===== src/rtl/conv_acc_pkg.sv =====
// Shared definitions for the ConvCoTM accelerator control path: scheduler state
// encoding, default coordinate width and the patch_size/stride field widths.
package conv_acc_pkg;

    localparam int CNT_W_DEF = 5;
    localparam int PSIZE_W   = 3;
    localparam int STRIDE_W  = 3;

    typedef enum logic [1:0] {
        ST_IDLE  = 2'd0,
        ST_CHECK = 2'd1,
        ST_RUN   = 2'd2,
        ST_FIN   = 2'd3
    } sched_state_e;

endpackage


===== src/rtl/conv_axis_step.sv =====
// One axis of the patch walk: next position after a stride, and whether the
// following window would run past the image edge on this axis.
module conv_axis_step
    import conv_acc_pkg::*;
#(
    parameter int CNT_W = CNT_W_DEF
) (
    input  logic [CNT_W-1:0]    pos,
    input  logic [STRIDE_W-1:0] stride,
    input  logic [PSIZE_W-1:0]  patch_size,
    input  logic [CNT_W-1:0]    dim,
    output logic [CNT_W-1:0]    next_pos,
    output logic                wrap
);

    // One extra bit so pos+stride+patch_size never wraps before the compare.
    logic [CNT_W:0] pos_end;

    assign pos_end  = {1'b0, pos} + (CNT_W+1)'(stride) + (CNT_W+1)'(patch_size);
    assign wrap     = pos_end > {1'b0, dim};
    assign next_pos = pos + CNT_W'(stride);

endmodule


===== src/rtl/conv_patch_scheduler.sv =====
// Walks window top-left corners row-major over one image and streams them out
// under valid/ready. Optional stall counter behind CONV_SCHED_PERF_EN.
//
//  state    | meaning
//  ---------+--------------------------------------------------------
//  ST_IDLE  | waiting for start; config latched on start
//  ST_CHECK | one cycle of config validation, position reset
//  ST_RUN   | presenting patches, advancing on each accept
//  ST_FIN   | one-cycle done (with cfg_err if validation failed)
module conv_patch_scheduler
    import conv_acc_pkg::*;
#(
    parameter int CNT_W = CNT_W_DEF
`ifdef CONV_SCHED_PERF_EN
    ,
    parameter int STALL_W = 16
`endif
) (
    input  logic                clk,
    input  logic                rst,
    input  logic                start,
    input  logic [CNT_W-1:0]    img_w,
    input  logic [CNT_W-1:0]    img_h,
    input  logic [PSIZE_W-1:0]  patch_size,
    input  logic [STRIDE_W-1:0] stride,
    input  logic                patch_ready,
    output logic                patch_valid,
    output logic [CNT_W-1:0]    patch_x,
    output logic [CNT_W-1:0]    patch_y,
    output logic                patch_last,
    output logic                busy,
    output logic                done,
`ifdef CONV_SCHED_PERF_EN
    output logic [STALL_W-1:0]  stall_cnt,
`endif
    output logic                cfg_err
);

    sched_state_e state, state_nxt;

    logic [CNT_W-1:0]    w_q, h_q, x_q, y_q;
    logic [PSIZE_W-1:0]  ps_q;
    logic [STRIDE_W-1:0] st_q;
    logic                err_q;

    logic [CNT_W-1:0] x_next, y_next;
    logic             x_wrap, y_wrap;
    logic             cfg_bad, accept;

    conv_axis_step #(.CNT_W(CNT_W)) u_step_x (
        .pos        (x_q),
        .stride     (st_q),
        .patch_size (ps_q),
        .dim        (w_q),
        .next_pos   (x_next),
        .wrap       (x_wrap)
    );

    conv_axis_step #(.CNT_W(CNT_W)) u_step_y (
        .pos        (y_q),
        .stride     (st_q),
        .patch_size (ps_q),
        .dim        (h_q),
        .next_pos   (y_next),
        .wrap       (y_wrap)
    );

    assign cfg_bad = (ps_q == '0) || (st_q == '0) ||
                     (CNT_W'(ps_q) > w_q) || (CNT_W'(ps_q) > h_q);
    assign accept  = patch_valid && patch_ready;
    assign patch_x = x_q;
    assign patch_y = y_q;

    always_ff @(posedge clk) begin
        if (rst) state <= ST_IDLE;
        else     state <= state_nxt;
    end

    always_comb begin
        state_nxt   = state;
        patch_valid = 1'b0;
        patch_last  = 1'b0;
        busy        = 1'b0;
        done        = 1'b0;
        cfg_err     = 1'b0;
        case (state)
            ST_IDLE: begin
                if (start) state_nxt = ST_CHECK;
            end
            ST_CHECK: begin
                busy      = 1'b1;
                state_nxt = cfg_bad ? ST_FIN : ST_RUN;
            end
            ST_RUN: begin
                busy        = 1'b1;
                patch_valid = 1'b1;
                patch_last  = x_wrap && y_wrap;
                if (patch_ready && x_wrap && y_wrap) state_nxt = ST_FIN;
            end
            ST_FIN: begin
                done      = 1'b1;
                cfg_err   = err_q;
                state_nxt = ST_IDLE;
            end
            default: state_nxt = ST_IDLE;
        endcase
    end

    always_ff @(posedge clk) begin
        if (rst) begin
            w_q   <= '0;
            h_q   <= '0;
            ps_q  <= '0;
            st_q  <= '0;
            x_q   <= '0;
            y_q   <= '0;
            err_q <= 1'b0;
        end else begin
            case (state)
                ST_IDLE: begin
                    if (start) begin
                        w_q   <= img_w;
                        h_q   <= img_h;
                        ps_q  <= patch_size;
                        st_q  <= stride;
                        err_q <= 1'b0;
                    end
                end
                ST_CHECK: begin
                    x_q   <= '0;
                    y_q   <= '0;
                    err_q <= cfg_bad;
                end
                ST_RUN: begin
                    if (accept) begin
                        if (x_wrap) begin
                            x_q <= '0;
                            y_q <= y_next;
                        end else begin
                            x_q <= x_next;
                        end
                    end
                end
                default: ;
            endcase
        end
    end

`ifdef CONV_SCHED_PERF_EN
    // Cleared by an accepted start, left alone after done so software can read it.
    always_ff @(posedge clk) begin
        if (rst) begin
            stall_cnt <= '0;
        end else if (state == ST_IDLE && start) begin
            stall_cnt <= '0;
        end else if (patch_valid && !patch_ready && stall_cnt != '1) begin
            stall_cnt <= stall_cnt + 1'b1;
        end
    end
`endif

endmodule


===== config.mk =====
export PLATFORM = sky130hd
export DESIGN_NAME = conv_patch_scheduler
export DESIGN_NICKNAME = d
export VERILOG_FILES = /design/src/rtl/conv_acc_pkg.sv /design/src/rtl/conv_axis_step.sv /design/src/rtl/conv_patch_scheduler.sv
export SDC_FILE = /design/constraint.sdc
export NUM_CORES = 1
export LEC_CHECK = 0
export ABC_CLOCK_PERIOD_IN_PS = 3600
export BUFFER_PORTS_ARGS = -buffer_cell sky130_fd_sc_hd__buf_2
export CELL_PAD_IN_SITES_DETAIL_PLACEMENT = 1
export CELL_PAD_IN_SITES_GLOBAL_PLACEMENT = 2
export CORE_MARGIN = 2
export CORE_UTILIZATION = 31
export DETAILED_ROUTE_END_ITERATION = 7
export GPL_TIMING_DRIVEN = 1
export PLACE_DENSITY = 0.74
export SYNTH_ARGS = -nofsm -noshare
export SYNTH_HDL_FRONTEND = slang
export SYNTH_SLANG_ARGS = --single-unit

===== constraint.sdc =====
create_clock -name clk -period 3.6 [get_ports clk]
set_input_delay 0.72 -clock clk [delete_from_list [all_inputs] [get_ports clk]]
set_output_delay 0.72 -clock clk [all_outputs]
set_load 0.05 [all_outputs]

* Word level (Yosys, flattened, before mapping)
Cells that the tools add are included.
** Storage, ports and cells
- Register bits after elaboration :: 29
- Latch bits :: 0
- RAM bits :: 0
- Memory bits (read-only) :: 0
- Input port bits :: 20
- Output and inout port bits :: 15
- Logic and storage cells :: 60
- Memories :: 0
** Operators by class
- Add/sub/neg operators :: 6
- $mul :: 0
- Div/mod/pow operators :: 0
- Order comparisons :: 4
- Equal/unequal tests :: 7
- Shift-type cells :: 0
- Multiplexer cells :: 17
- Bitwise operators :: 0
- Reductions and logical operators :: 18
** Operators with widths (number)
- $mux W5 :: 4
- $pmux W5 S2 :: 2
- $add A5 B3 Y6 :: 2
- $add A6 B3 Y6 :: 2
- $gt A6 B5 Y1 :: 2
- $add A5 B3 Y5 :: 2
- $gt A3 B5 Y1 :: 2
- $ne A2 B2 Y1 const B :: 4
- $pmux W2 S4 :: 1
- $reduce_and A2 Y1 :: 4
- $mux W1 :: 7
- $logic_not A3 Y1 :: 2
- $eq A2 B2 Y1 const B :: 2
- $logic_and A1 B1 Y1 :: 4
- $mux W2 :: 2
- $reduce_bool A2 Y1 :: 2
- $logic_or A1 B1 Y1 :: 3
- $reduce_and A3 Y1 :: 1
- $eq A2 B1 Y1 const B :: 1
- $logic_not A2 Y1 :: 1
- $pmux W1 S2 :: 1
- $reduce_or A2 Y1 :: 1

* Logic depth before layout (Yosys ltp)
- Depth in word-level cells :: 7
- Gate-level depth with buffers :: 14
- Gate-level depth less buffers :: 14

* Cells and area by module
From an unflattened synthesis, not the netlist that was laid out.
** Second synthesis, totals
- Cells, all modules :: 257
- Area total of the unflattened synthesis :: 2148.3 µm²
** Modules (own cells, without submodules)
- conv_patch_scheduler :: instances 1, cells an instance 161, area an instance 1305.0 µm²
- conv_axis_step :: instances 2, cells an instance 48, area an instance 421.7 µm²

* Worst setup path before layout
No wires, ideal clock.
- Path type :: register to output
- From :: register x_q[1], in the netlist patch_x[1]
- To :: output port patch_last
- Arrival time :: 3402 ps
- Required time :: 2880 ps
- Path slack :: -522 ps
- Cell stages (with the launch flop) :: 12
- Path buffers :: 0
- Path through :: dfxtp_1 inv_1 fa_1 inv_1 ha_1 fa_1 xor2_1 ha_1 and3_4 o21ai_2 a32oi_4 o221a_2
** On the way
- Cells in the longest elaborated chain, start to end :: 5
** RTL lines
- start, declared :: RTL line conv_patch_scheduler.sv:41 : logic [CNT_W-1:0] w_q, h_q, x_q, y_q;
- start signal, assigned :: RTL line conv_patch_scheduler.sv:140 : x_q <= x_next;
- $add A5 B3 Y6 :: RTL line conv_axis_step.sv:19 : assign pos_end = {1'b0, pos} + (CNT_W+1)'(stride) + (CNT_W+1)'(patch_size);
- $add A6 B3 Y6 :: RTL line conv_axis_step.sv:19
- $gt A6 B5 Y1 :: RTL line conv_axis_step.sv:20 : assign wrap = pos_end > {1'b0, dim};
- $logic_and A1 B1 Y1 :: RTL line conv_patch_scheduler.sv:97 : patch_last = x_wrap && y_wrap;
- $mux W1 :: RTL line conv_patch_scheduler.sv:86 : case (state)
- end, declared :: RTL line conv_patch_scheduler.sv:30 : output logic patch_last,
No other way between the ends.

* Worst setup path in the final report
- From :: register ps_q[1]
- To :: output port patch_last
** On the way
- Cells in the longest elaborated chain, start to end :: 4
** RTL lines
- start, declared :: RTL line conv_patch_scheduler.sv:42 : logic [PSIZE_W-1:0] ps_q;
- start signal, assigned :: RTL line conv_patch_scheduler.sv:124 : ps_q <= patch_size;
- $add A6 B3 Y6 :: RTL line conv_axis_step.sv:19
- $gt A6 B5 Y1 :: RTL line conv_axis_step.sv:20
- $logic_and A1 B1 Y1 * :: RTL line conv_patch_scheduler.sv:97
- $mux W1 * :: RTL line conv_patch_scheduler.sv:86
Every way passes the cells marked *; elsewhere a longest branch is shown, timed or not.

==> flow_summary.ini <==
[run_status]
outcome = complete, but fails checks
violations = setup timing

[worst_setup_path]
cp_max_fo = 2
setup.worst_path.class = flop to output pin
r2r-start = ps_q[1]
critPathMaxStageDelay_ps = 520
crit_chain = inv_2, fa_1, inv_1, ha_2, fa_2, xor2_1, ha_1, a21o_1, a21oi_2, a32oi_4, o221a_4, buf_8
start_kind = flop
r2r-end = state[0]
cp.required_ps = 2880
worstPathArrival_ps = 3120
r2r_slack_ps = 210
r2r_cells = 14
cp_slowest_cell = fa_1
crit_path_start = ps_q[1]
critPathCaptureType = output pin

[clocking]
path_clk_slew_ps = 70
clkSinkCount = 29
cts_hold_buf = 0
clk-insertion-delay-late_ps = 290
cts_tree = done
cts_root_buffer = clkbuf_8
max-clock-path-buffers = 2
cts_made_buffers = 5
cts_max_level = 2

[global_route]
grt_pass1_vias = 2181
grt.total_usage_pct = 17.2
met3_usage_pct = 2.99
grt_pass1_wl_um = 10400
antenna_found_initial = 0
grt-ovfl-total = 0
grtUsageMet2_pct = 29.4
grt-busiest-layer = met2
grtUsageMet1_pct = 22.6
grt_max_degree = 31

[yosys]
yosys.area.top_type = dfxtp_1
synth_fp_nets = 317
ys_seq_elements = 29
synth.most_common_cell = nand2_1
synth-edff-count = 0
synth_common_cells = nand2_1, ha_1, a21oi_1
synth_area_sq_um = 2200
async_flop_share_pct = 0
synthTopCellsByArea = dfxtp_1, ha_1, fa_1
synth-seq-area-share_pct = 26.4
synth.distinct_cells = 42
postSynthCellCount = 255
yosysWarnings = 0
avgSynthCellArea_sq_um = 8.64
synth_top_area_share_pct = 26.4
ys.flop_type = dfxtp_1

[route]
drc_errors = 0
initialDrtViolationCount = 50
viasPerCell = 4.81
num_vias = 1944
post_drt_wl_per_cell_um = 14.6
ant_nets = 0
wirelength_um = 5890
dr.pass1.iters = 4

[placed_design]
post-place-ws_ps = -89.0
portBuffers = 34
hpwl_um = 4720
placedCellCount = 396
place_congestion = 0.856
dpl-instance-area_sq_um = 2630

[floorplan]
floorplan.core_area_sq_um = 6830
die_width_um = 88.3
rows = 30
fp.dieArea_sq_um = 7790
ios = 35
die_h_um = 88.3
initial_core_util_pct = 32.2

[timing]
worstMarginPinSlew_ps = 589
skew_ps = 6.14
max_freq_ghz = 0.261
finalHoldViolations = 0
setup_viol = 1
slew_headroom_pct = 60.8
rsz0062_at_grt = true
fin_crit_ps = 3840
drv_slew = 0
min_period_over_period_pct = 107
setup_tns_ps = -239
setup_ws_ps = -239

[final_layout]
final_cells = 404
antenna_cells = 0
layout-drive-gt1-share_pct = 26.9
fin_nets = 369
area_growth_pct = 26.0
fin_area_sq_um = 2780

[power_and_ir_drop]
power_density_nw_per_um2 = 548
leakage_uw = 0.00131
ir_worst_vdd_v = 0.000263

[hold_path]
min_path_type = flop to flop
hold_path_end = h_q[4]
holdCritStartpoint = h_q[4]
worstHoldPathCells = 2

[flow_run]
max_cap_violations = 0
==> worst max path at each step <==
| stage | endpoint | slack, ps |
|---|---|---|
| after floorplan | patch_last | -10 |
| after global placement | patch_last | -50 |
| after detailed placement | patch_last | -90 |
| after CTS | patch_last | -260 |
| after global routing | patch_last | -370 |
| final | patch_last | -240 |
==> layer usage <==
metal  wire length (um)  part of all wire (%)  vias up
met5                  0                     0        -
met4                 59                   1.0        0
met3                155                   2.6        5
met2               2870                    49       27
met1               2800                    48      922
li1                   -                     -      990
==> layout make-up <==
cell class	instances	area, sq um
Clock inverter	1	6.26
Multi-Input combinational cell	192	1530
Timing Repair Buffer	52	315
Tap cell	96	120
Sequential cell	29	597
Fill cell	835	4060
Inverter	27	104
Clock buffer	7	108
==> registers in the layout, indices dropped and copies added, names as in the netlist <==
register  cells
err_q         1
ps_q          3
h_q           5
w_q           5
patch_y       5
state         2
st_q          3
patch_x       5
==> logic make-up after synthesis <==
group                    share of synthesized area [%]
AND/OR/NAND/NOR                                   16.4
AO/OA/AOI/OAI                                     19.8
adder cells (fa/ha/maj)                           27.3
buffers and inverters                             6.14
flip-flops                                        26.4
XOR/XNOR                                          3.18
multiplexers                                     0.909
==> layout by cell type (no fill, tap or decap), types with 5 or more instances in the layout <==
cell and instances:
a21o_1 6, a21oi_1 28, buf_2 33, buf_4 18, clkbuf_8 6, dfxtp_1 22
fa_1 8, ha_1 30, inv_1 25, nand2_1 39, nor2_1 9, nor2b_1 6
o211ai_1 5, o21ai_0 5
==> per-stage QoR <==
stage          hold WS, ps  util (%)  total power, uW
6_report               461      40.6             1520
5_1_grt                487      40.6             1660
4_1_cts                464      40.6             1540
3_5_place_dp           454      38.5             1180
3_3_place_gp           447      38.5             1160
2_1_floorplan          436         -              946
==> where the power goes <==
part	switching (uW)	leakage (uW)	internal, uW	total (uW)
logic	445	0.00101	323	768
registers	45.6	0.000241	366	412
clock network	144	0.0000599	198	341
==> critical path, delay by kind of cell, from the launching register on <==
family,cells,cell delay [ps]
XOR/XNOR,1,150
AO/OA/AOI/OAI,4,710
buffers and inverters,3,250
adder cells (fa/ha/maj),4,1380
flip-flops,1,340
==> repair_timing <==
item	in CTS	in global routing
gates cloned	0	0
setup endpoints to repair	1	1
resized for setup	11	1
buffers inserted	0	0
pin swaps	6	1
No activity file was read; power rests on OpenSTA's default activity.
